===== src/rtl/serial_subtractor_if.sv =====
// Handshake and operand/result bundle for the bit-serial subtractor.
// The master side issues operations. The slave side is the subtractor itself.
interface serial_subtractor_if #(
  parameter int WIDTH = 8
);
  logic             start;
  logic [WIDTH-1:0] a;
  logic [WIDTH-1:0] b;
  logic             busy;
  logic             done;
  logic [WIDTH-1:0] diff;
  logic             borrow;
  logic             overflow;
  logic             zero;

  modport master (
    output start, a, b,
    input  busy, done, diff, borrow, overflow, zero
  );

  modport slave (
    input  start, a, b,
    output busy, done, diff, borrow, overflow, zero
  );
endinterface


===== src/rtl/serial_subtractor.sv =====
// Bit-serial subtractor: diff = a - b, one full-subtractor step per clock, LSB first.
// An operation takes WIDTH shift cycles, and done is then pulsed for one cycle.
// Result and flags are registered. They hold until the final step of the next operation.
module serial_subtractor #(
  parameter int WIDTH = 8
) (
  input logic                clk,
  input logic                rst_n,
  serial_subtractor_if.slave bus
);

  localparam int CW = (WIDTH > 1) ? $clog2(WIDTH) : 1;
  localparam logic [CW-1:0] LAST_CNT = CW'(WIDTH - 1);
  localparam logic [CW-1:0] ONE_CNT  = CW'(1);

  typedef enum logic [1:0] {
    ST_IDLE  = 2'd0,
    ST_SHIFT = 2'd1,
    ST_DONE  = 2'd2
  } state_t;

  // Borrow out of a single full-subtractor cell computing x - y - bin.
  function automatic logic fs_borrow(input logic x, input logic y, input logic bin);
    fs_borrow = (~x & y) | (~x & bin) | (y & bin);
  endfunction

  state_t           state_r;
  state_t           state_next_s;

  logic [WIDTH-1:0] a_sr_r;
  logic [WIDTH-1:0] b_sr_r;
  logic [WIDTH-1:0] diff_sr_r;
  logic             bor_r;
  logic [CW-1:0]    cnt_r;
  logic             a_msb_r;
  logic             b_msb_r;

  logic             busy_r;
  logic             done_r;
  logic [WIDTH-1:0] diff_r;
  logic             borrow_r;
  logic             overflow_r;
  logic             zero_r;

  logic             accept_s;
  logic             shift_s;
  logic             last_s;
  logic             d_s;
  logic             bor_next_s;
  logic [WIDTH-1:0] diff_step_s;

  // State register; an async reset abandons any operation in flight.
  always_ff @(posedge clk or negedge rst_n) begin
    if (!rst_n) begin
      state_r <= ST_IDLE;
    end else begin
      state_r <= state_next_s;
    end
  end

  // Next-state logic: start is honoured only from IDLE or DONE.
  always_comb begin
    state_next_s = state_r;
    case (state_r)
      ST_IDLE: begin
        if (bus.start) state_next_s = ST_SHIFT;
        else           state_next_s = ST_IDLE;
      end
      ST_SHIFT: begin
        if (cnt_r == LAST_CNT) state_next_s = ST_DONE;
        else                   state_next_s = ST_SHIFT;
      end
      ST_DONE: begin
        if (bus.start) state_next_s = ST_SHIFT;
        else           state_next_s = ST_IDLE;
      end
      default: state_next_s = ST_IDLE;
    endcase
  end

  // Per-cycle decode and the one-bit subtractor cell applied to the current LSBs.
  always_comb begin
    accept_s    = 1'b0;
    shift_s     = 1'b0;
    last_s      = 1'b0;
    d_s         = a_sr_r[0] ^ b_sr_r[0] ^ bor_r;
    bor_next_s  = fs_borrow(a_sr_r[0], b_sr_r[0], bor_r);
    diff_step_s = {d_s, diff_sr_r[WIDTH-1:1]};
    case (state_r)
      ST_IDLE:  accept_s = bus.start;
      ST_DONE:  accept_s = bus.start;
      ST_SHIFT: begin
        shift_s = 1'b1;
        if (cnt_r == LAST_CNT) last_s = 1'b1;
        else                   last_s = 1'b0;
      end
      default: begin
        accept_s = 1'b0;
        shift_s  = 1'b0;
      end
    endcase
  end

  // Operand shift registers, borrow chain and step counter.
  always_ff @(posedge clk or negedge rst_n) begin
    if (!rst_n) begin
      a_sr_r    <= {WIDTH{1'b0}};
      b_sr_r    <= {WIDTH{1'b0}};
      diff_sr_r <= {WIDTH{1'b0}};
      bor_r     <= 1'b0;
      cnt_r     <= {CW{1'b0}};
      a_msb_r   <= 1'b0;
      b_msb_r   <= 1'b0;
    end else if (accept_s) begin
      a_sr_r    <= bus.a;
      b_sr_r    <= bus.b;
      diff_sr_r <= {WIDTH{1'b0}};
      bor_r     <= 1'b0;
      cnt_r     <= {CW{1'b0}};
      a_msb_r   <= bus.a[WIDTH-1];
      b_msb_r   <= bus.b[WIDTH-1];
    end else if (shift_s) begin
      a_sr_r    <= {1'b0, a_sr_r[WIDTH-1:1]};
      b_sr_r    <= {1'b0, b_sr_r[WIDTH-1:1]};
      diff_sr_r <= diff_step_s;
      bor_r     <= bor_next_s;
      cnt_r     <= cnt_r + ONE_CNT;
    end else begin
      a_sr_r    <= a_sr_r;
      b_sr_r    <= b_sr_r;
      diff_sr_r <= diff_sr_r;
      bor_r     <= bor_r;
      cnt_r     <= cnt_r;
    end
  end

  // Registered handshake and result flags. Results update only on the final bit step.
  always_ff @(posedge clk or negedge rst_n) begin
    if (!rst_n) begin
      busy_r     <= 1'b0;
      done_r     <= 1'b0;
      diff_r     <= {WIDTH{1'b0}};
      borrow_r   <= 1'b0;
      overflow_r <= 1'b0;
      zero_r     <= 1'b0;
    end else begin
      busy_r <= (state_next_s == ST_SHIFT);
      done_r <= (state_next_s == ST_DONE);
      if (last_s) begin
        diff_r     <= diff_step_s;
        borrow_r   <= bor_next_s;
        zero_r     <= (diff_step_s == {WIDTH{1'b0}});
        overflow_r <= (a_msb_r != b_msb_r) && (d_s != a_msb_r);
      end else begin
        diff_r     <= diff_r;
        borrow_r   <= borrow_r;
        zero_r     <= zero_r;
        overflow_r <= overflow_r;
      end
    end
  end

  assign bus.busy     = busy_r;
  assign bus.done     = done_r;
  assign bus.diff     = diff_r;
  assign bus.borrow   = borrow_r;
  assign bus.overflow = overflow_r;
  assign bus.zero     = zero_r;

endmodule

===== src/flat_wrapper.sv =====
// flat-port wrapper written by rule: the top's interface ports become plain ports
module serial_subtractor_flat 
#(
  parameter int WIDTH = 8
)
  (clk, rst_n, bus_start, bus_a, bus_b, bus_busy, bus_done, bus_diff, bus_borrow, bus_overflow, bus_zero);
  serial_subtractor_if #(.WIDTH(WIDTH)) bus_i ();
  input logic clk;
  input logic rst_n;
  input wire logic [$bits(bus_i.start)-1:0] bus_start;
  input wire logic [$bits(bus_i.a)-1:0] bus_a;
  input wire logic [$bits(bus_i.b)-1:0] bus_b;
  output wire logic [$bits(bus_i.busy)-1:0] bus_busy;
  output wire logic [$bits(bus_i.done)-1:0] bus_done;
  output wire logic [$bits(bus_i.diff)-1:0] bus_diff;
  output wire logic [$bits(bus_i.borrow)-1:0] bus_borrow;
  output wire logic [$bits(bus_i.overflow)-1:0] bus_overflow;
  output wire logic [$bits(bus_i.zero)-1:0] bus_zero;
  assign bus_i.start = bus_start;
  assign bus_i.a = bus_a;
  assign bus_i.b = bus_b;
  assign bus_busy = bus_i.busy;
  assign bus_done = bus_i.done;
  assign bus_diff = bus_i.diff;
  assign bus_borrow = bus_i.borrow;
  assign bus_overflow = bus_i.overflow;
  assign bus_zero = bus_i.zero;
  serial_subtractor #(.WIDTH(WIDTH)) u_core (.clk(clk), .rst_n(rst_n), .bus(bus_i));
endmodule

===== config.mk =====
export PLATFORM = sky130hd
export DESIGN_NAME = serial_subtractor_flat
export DESIGN_NICKNAME = d
export VERILOG_FILES = /design/src/rtl/serial_subtractor_if.sv /design/src/rtl/serial_subtractor.sv /design/src/flat_wrapper.sv
export SDC_FILE = /design/constraint.sdc
export NUM_CORES = 1
export LEC_CHECK = 0
export BUFFER_PORTS_ARGS = -buffer_cell sky130_fd_sc_hd__buf_2
export CAP_MARGIN = 20
export CORE_MARGIN = 2
export CORE_UTILIZATION = 45
export CTS_BUF_LIST = sky130_fd_sc_hd__clkbuf_2
export DETAILED_ROUTE_END_ITERATION = 10
export PLACE_DENSITY = 0.66
export SLEW_MARGIN = 20
export SYNTH_ARGS = -nofsm -noshare
export SYNTH_HDL_FRONTEND = slang
export SYNTH_SLANG_ARGS = --single-unit

===== constraint.sdc =====
create_clock -name clk -period 4.3 [get_ports clk]
set_input_delay 0.43 -clock clk [delete_from_list [all_inputs] [get_ports clk]]
set_output_delay 0.43 -clock clk [all_outputs]
set_load 0.1 [all_outputs]

==> run_results.csv, run 1 <==
group,metric,value,unit
worst_setup_path,worst-path-max-fanout,28,
clock_network,cts_tree,"built",
placed_design,place_ws,2080,ps
floorplan,die_x,68.3,um
global_route,overflow,0,
synth,synth.distinct_cells,28,
worst_setup_path,critical_path_arrival,2430,ps
placed_design,portBuffers,31,
worst_setup_path,critPathKind,"flop to flop",
synth,ys_warn_count,0,
global_route,antenna_found_initial,0,
routing,drc,0,
timing,slew_headroom,32.1,%
routing,postRouteAntennaNets,0,
timing,worst-slew-pin-transition,1010,ps
layout,area_growth_syn_to_layout,9.20,%
timing,clock.fmax,470,MHz
timing,finalHoldViolations,0,
floorplan,core,4000,um^2
worst_setup_path,cp.required,4610,ps
placed_design,post-dp-hpwl,2200,um
floorplan,row_count,23,
routing,num_vias,1117,
timing,skew,15.6,ps
timing,setup_viol,0,
clock_network,clk_latency,400,ps
clock_network,h-tree-depth,2,
timing,tns,0,ps
timing,maxSlewViolCount,0,
clock_network,post_cts_buffers,0,
timing,fin_crit,2130,ps
clock_network,holdBufCountCts,0,
worst_setup_path,cp-start-kind,"flop",
worst_setup_path,cp-end-kind,"flop",
floorplan,start_util,46.6,%
hold_path,hp-class,"input pin to async pin",
routing,dr.pass1.iters,4,
floorplan,fp.dieH,68.3,um
clock_network,cts_buffer_depth,2,
floorplan,die_area,4670,um^2
timing,rsz0062_at_grt,"false",
synth,synth_area,1860,um^2
routing,drt_iter0_drc,33,
floorplan,io_pins,32,
layout,diodes,0,
synth,syn-num-nets,157,
placed_design,place.gp.congestion,0.678,
global_route,grt_util_all_layers,16.6,%
clock_network,cts_buffers,5,
layout,final_core_util,50.9,%
global_route,grt_start_max_net_pins,45,
global_route,grt_pass1_vias,1141,
layout,layout.cells.non_filler,215,
layout,fill_cells,372,
layout,drive_gt1_share,32.7,%
placed_design,dp.cells,207,
synth,avgSynthCellArea,13.8,um^2
clock_network,cts.sinks,44,
global_route,grt_pass1_wl,5510,um
job,maxCapViolCount,0,
routing,wirelength,3180,um
synth,synth-seq-cells,44,
clock_network,cts-root-buf,"clkbuf_2",
timing,fin_ws,2170,ps
clock_network,ctsResizeCount,0,
routing,vias_per_cell,5.20,
clock_network,clk_pin_slew_worst_paths,210,ps
layout,nets,186,
routing,wl_per_cell,14.8,um
synth,postSynthCellCount,135,
timing,fin_crit_sh,49.5,%
synth,synth-seq-area-share,59.1,%
outcome,status,"finished clean",
per-stage QoR:
| step | area [um^2] | hold WS [ps] |
|---|---|---|
| 3_5_place_dp | 2000 | 469 |
| 5_1_grt | 2030 | 190 |
| 2_1_floorplan | 1860 | 134 |
| 4_1_cts | 2030 | 162 |
| 3_3_place_gp | 2000 | 456 |
| 6_report | 2030 | 133 |
sequential cells by signal, indices dropped and copies added, names as in the netlist, 2 cells and up:
signal            flops
u_core.state_r        2
u_core.b_sr_r         8
u_core.bus.diff       8
u_core.cnt_r          3
u_core.diff_sr_r      7
u_core.a_sr_r         8
metal layers:
layer  share of wire, %  GRT usage [%]  vias up
met5                  0              0        -
met3                4.1           3.95        8
met4                2.2           8.25        0
met2                 47           25.7       25
li1                   -              -      543
met1                 47           21.7      541
worst max-delay path: stages, from the launching register on:
cell     delay (ps)
dfrtp_1         490
nor2b_2         820
nor2_2          370
mux2_2          370
worst paths after layout:
path                                    from             endpoint  slack, ps  cells past startpoint
hold / removal                         rst_n  u_core.diff_sr_r[7]        130                      1
setup reg to reg           u_core.state_r[0]      u_core.cnt_r[0]       2170                      3
max in group asynchronous              rst_n      u_core.cnt_r[0]       3590                      1
min in group clk                    bus_a[1]     u_core.a_sr_r[1]        220                      3
setup / recovery           u_core.state_r[0]      u_core.cnt_r[0]       2170                      3
hold reg to reg             u_core.b_sr_r[4]     u_core.b_sr_r[4]        510                      1
cells in the mapped netlist:
| library cell | instances | area (um^2) |
|---|---|---|
| a21o_1 | 7 | 52.6 |
| a21oi_1 | 1 | 5.00 |
| a221o_1 | 1 | 10.0 |
| a22o_1 | 18 | 158 |
| and2b_4 | 1 | 10.0 |
| buf_2 | 2 | 10.0 |
| buf_4 | 1 | 7.51 |
| buf_6 | 6 | 67.6 |
| dfrtp_1 | 44 | 1100 |
| fa_1 | 1 | 20.0 |
| ha_1 | 2 | 25.0 |
| inv_1 | 3 | 11.3 |
| mux2_2 | 7 | 78.8 |
| mux2_4 | 4 | 60.1 |
| mux2i_1 | 6 | 60.1 |
| nand2_1 | 10 | 37.5 |
| nand2b_1 | 1 | 6.26 |
| nand3b_4 | 1 | 20.0 |
| nor2_2 | 1 | 6.26 |
| nor2b_1 | 1 | 6.26 |
| nor2b_2 | 1 | 8.76 |
| nor3_2 | 1 | 10.0 |
| nor3b_1 | 1 | 7.51 |
| nor4_1 | 1 | 6.26 |
| nor4b_1 | 1 | 8.76 |
| o21ai_0 | 9 | 45.0 |
| o21bai_1 | 2 | 15.0 |
| o2bb2ai_1 | 1 | 8.76 |
cell families after synthesis:
| kind of cell | Yosys count | synth area share [%] |
|---|---|---|
| mux | 17 | 10.7 |
| fa+ha+maj | 3 | 2.42 |
| flops | 44 | 59.1 |
| buf+inv | 12 | 5.17 |
| compound gates | 39 | 15.8 |
| simple gates | 20 | 6.85 |
cells in the final DEF, fill, tap and decap left out, drive strengths merged:
cell type and instances:
fa 1, ha 2, nor4 1, buf 31
mux2 11, nor2b 2, nand2 10, o21bai 2
inv 3, o2bb2ai 1, a21o 7, nand2b 1
nor3b 1, nor3 1, dfrtp 44, nor4b 1
o21ai 9, a22o 18, and2b 1, a221o 1
mux2i 6, nor2 1, a21oi 1, clkinv 3
clkbuf 5, nand3b 1
area by class of cell:
type,count,area (um^2),share of cell area (%)
clock inverter,3,13.8,0.677
tap,50,62.6,3.08
clock buffer,5,25.0,1.23
timing repair buffer,31,155,7.63
inverter,3,11.3,0.554
multi-input combinational,79,666,32.7
sequential,44,1100,54.1
Power of run 1 is not shown: default switching activity piles up to over one toggle a cycle in this logic, so the estimate is an artifact.
==> inputs of run 2 (changes only) <==
--- a/config.mk
+++ b/config.mk
@@ -5,13 +5,14 @@
 export SDC_FILE = /design/constraint.sdc
 export NUM_CORES = 1
 export LEC_CHECK = 0
+export ABC_AREA = 1
 export BUFFER_PORTS_ARGS = -buffer_cell sky130_fd_sc_hd__buf_2
 export CAP_MARGIN = 20
 export CORE_MARGIN = 2
 export CORE_UTILIZATION = 45
 export CTS_BUF_LIST = sky130_fd_sc_hd__clkbuf_2
 export DETAILED_ROUTE_END_ITERATION = 10
-export PLACE_DENSITY = 0.66
+export PLACE_DENSITY = 0.69
 export SLEW_MARGIN = 20
 export SYNTH_ARGS = -nofsm -noshare
 export SYNTH_HDL_FRONTEND = slang
==> constraint.sdc (replaced) <==
create_clock -name clk -period 1.9 [get_ports clk]
set_input_delay 0.19 -clock clk [delete_from_list [all_inputs] [get_ports clk]]
set_output_delay 0.19 -clock clk [all_outputs]
set_load 0.1 [all_outputs]
==> run 2 against run 1 <==
First-iteration DRC count increased by 55%. Clock skew increased by 6.5 ps. Hold slack got worse by 91 ps. Via count increased by 31%. Clock-buffer cell count unchanged.
==> run_results.csv, run 2 <==
group,metric,value,unit
worst_setup_path,cp-start-kind,"flop",
synth,synth-seq-cells,44,
floorplan,core,4000,um^2
clock_network,h-tree-depth,2,
hold_path,hp-class,"input pin to flop",
worst_setup_path,slowest_stage,"dfrtp_1",
layout,nets,273,
synth,synth.most_common_cell,"nand2_1",
clock_network,ctsResizeCount,0,
outcome,status,"finished clean",
clock_network,cts_buffers,5,
synth,yosys.area.top_type,"dfrtp_1",
worst_setup_path,critPathTopFamily,"flip-flops",
timing,finalHoldViolations,0,
timing,clock.fmax,683,MHz
floorplan,row_count,23,
layout,layout.cells.non_filler,302,
worst_setup_path,critPathKind,"flop to output pin",
clock_network,cts-root-buf,"clkbuf_2",
worst_setup_path,worst-path-max-fanout,2,
clock_network,cts.sinks,44,
global_route,antenna_found_initial,0,
layout,area_growth_syn_to_layout,19.5,%
synth,synth_edf_count,0,
clock_network,post_cts_buffers,0,
layout,layout_commonest_cell,"nand2_1",
timing,tns,0,ps
floorplan,start_util,46.9,%
routing,num_vias,1462,
placed_design,place_area,2060,um^2
timing,worst-slew-pin-transition,619,ps
worst_setup_path,critPathMaxStageDelay,430,ps
synth,yosys.area.top_type_share,58.7,%
clock_network,clk_pin_slew_worst_paths,240,ps
clock_network,cts_buffer_depth,2,
synth,ys_warn_count,0,
routing,wirelength,3480,um
placed_design,place.gp.congestion,0.734,
synth,synth_common_cells,"nand2_1, dfrtp_1, inv_1, nand3_1",
floorplan,die_x,68.6,um
clock_network,holdBufCountCts,10,
layout,drive_gt1_share,20.6,%
synth,syn-num-nets,228,
placed_design,portBuffers,31,
routing,wl_per_cell,11.5,um
routing,drc,0,
routing,drt_iter0_drc,51,
timing,skew,22.1,ps
layout,design_area,2240,um^2
global_route,grt_util_all_layers,17.2,%
placed_design,dp.cells,283,
worst_setup_path,cp_cell_sequence,"buf_2",
synth,synth.distinct_cells,21,
global_route,grt_pass1_vias,1365,
global_route,overflow,0,
timing,fin_crit,1460,ps
worst_setup_path,path_buf_inv,1,
placed_design,post-dp-hpwl,2400,um
timing,fin_crit_sh,77.0,%
floorplan,fp.dieH,68.6,um
global_route,grt_start_max_net_pins,30,
timing,maxSlewViolCount,0,
job,maxCapViolCount,0,
synth,postSynthCellCount,206,
worst_setup_path,cp-end-kind,"output pin",
layout,diodes,0,
synth,avgSynthCellArea,9.11,um^2
synth,synth-seq-area-share,58.7,%
routing,vias_per_cell,4.84,
worst_setup_path,critical_path_arrival,1270,ps
worst_setup_path,cp.required,1710,ps
timing,setup_viol,0,
floorplan,io_pins,32,
routing,dr.pass1.iters,4,
clock_network,cts_tree,"built",
timing,slew_headroom,58.7,%
floorplan,die_area,4700,um^2
routing,postRouteAntennaNets,0,
global_route,grt_pass1_wl,5900,um
synth,synth_area,1880,um^2
synth,synthTopCellsByArea,"dfrtp_1, nand2_1, inv_1, o22ai_1, nand3_1",
synth,yosys_most_used_dff,"dfrtp_1",
layout,final_cell_mix,"nand2_1, dfrtp_1, buf_2",
synth,async_reset_ff_share,100,%
timing,rsz0062_at_grt,"false",
clock_network,clk_latency,410,ps
[run 2: cell type report]
class	instances	area [um^2]
clock buffer	5	25.0
clock inverter	3	47.5
fill	371	1760
inverter	20	82.6
multi-input combinational	134	628
sequential	44	1100
tap	50	62.6
timing repair buffer	46	295
[run 2: stage by stage]
step / setup slack [ps] / hold slack, ps / utilization, %
final: 436 / 42.7 / 56.1
after global routing: 341 / 7.97 / 56.1
after CTS: 409 / 0.969 / 55.8
after detailed placement: 509 / 240 / 51.5
after global placement: 545 / 240 / 51.5
after floorplan: 588 / -106 / -
[run 2: layer usage]
layer | wire (um) | vias up | part of all wire [%] | global-route usage, %
met2 | 1680 | 36 | 48 | 28.1
met4 | 44 | 0 | 1.3 | 6.75
met3 | 181 | 6 | 5.2 | 5.68
met5 | 0 | - | 0 | 0
li1 | - | 736 | - | -
met1 | 1570 | 684 | 45 | 21.1
[run 2: logic make-up (layout without fill, tap and decap cells)]
family / Yosys count / after routing / share of synthesized area [%]
adders and majority gates: 3 / 3 / 2.40
and+or+nand+nor: 104 / 104 / 22.9
DFF: 44 / 44 / 58.7
buffers and inverters: 28 / 74 / 7.87
AOI/OAI and AO/OA: 27 / 27 / 8.13
[run 2: final timing paths]
kind	startpoint	endpoint	slack, ps	cells after the start
worst min-delay path	bus_a[6]	u_core.a_sr_r[6]	40	4
worst max-delay path	u_core.bus.zero	bus_zero	440	1
min in group asynchronous	rst_n	u_core.bus.diff[4]	280	2
worst max register to register	u_core.bor_r	u_core.bus.zero	500	5
worst min register to register	u_core.cnt_r[0]	u_core.cnt_r[0]	500	1
max in group asynchronous	rst_n	u_core.b_sr_r[4]	1000	3
Power of run 2 is left out for the same reason.
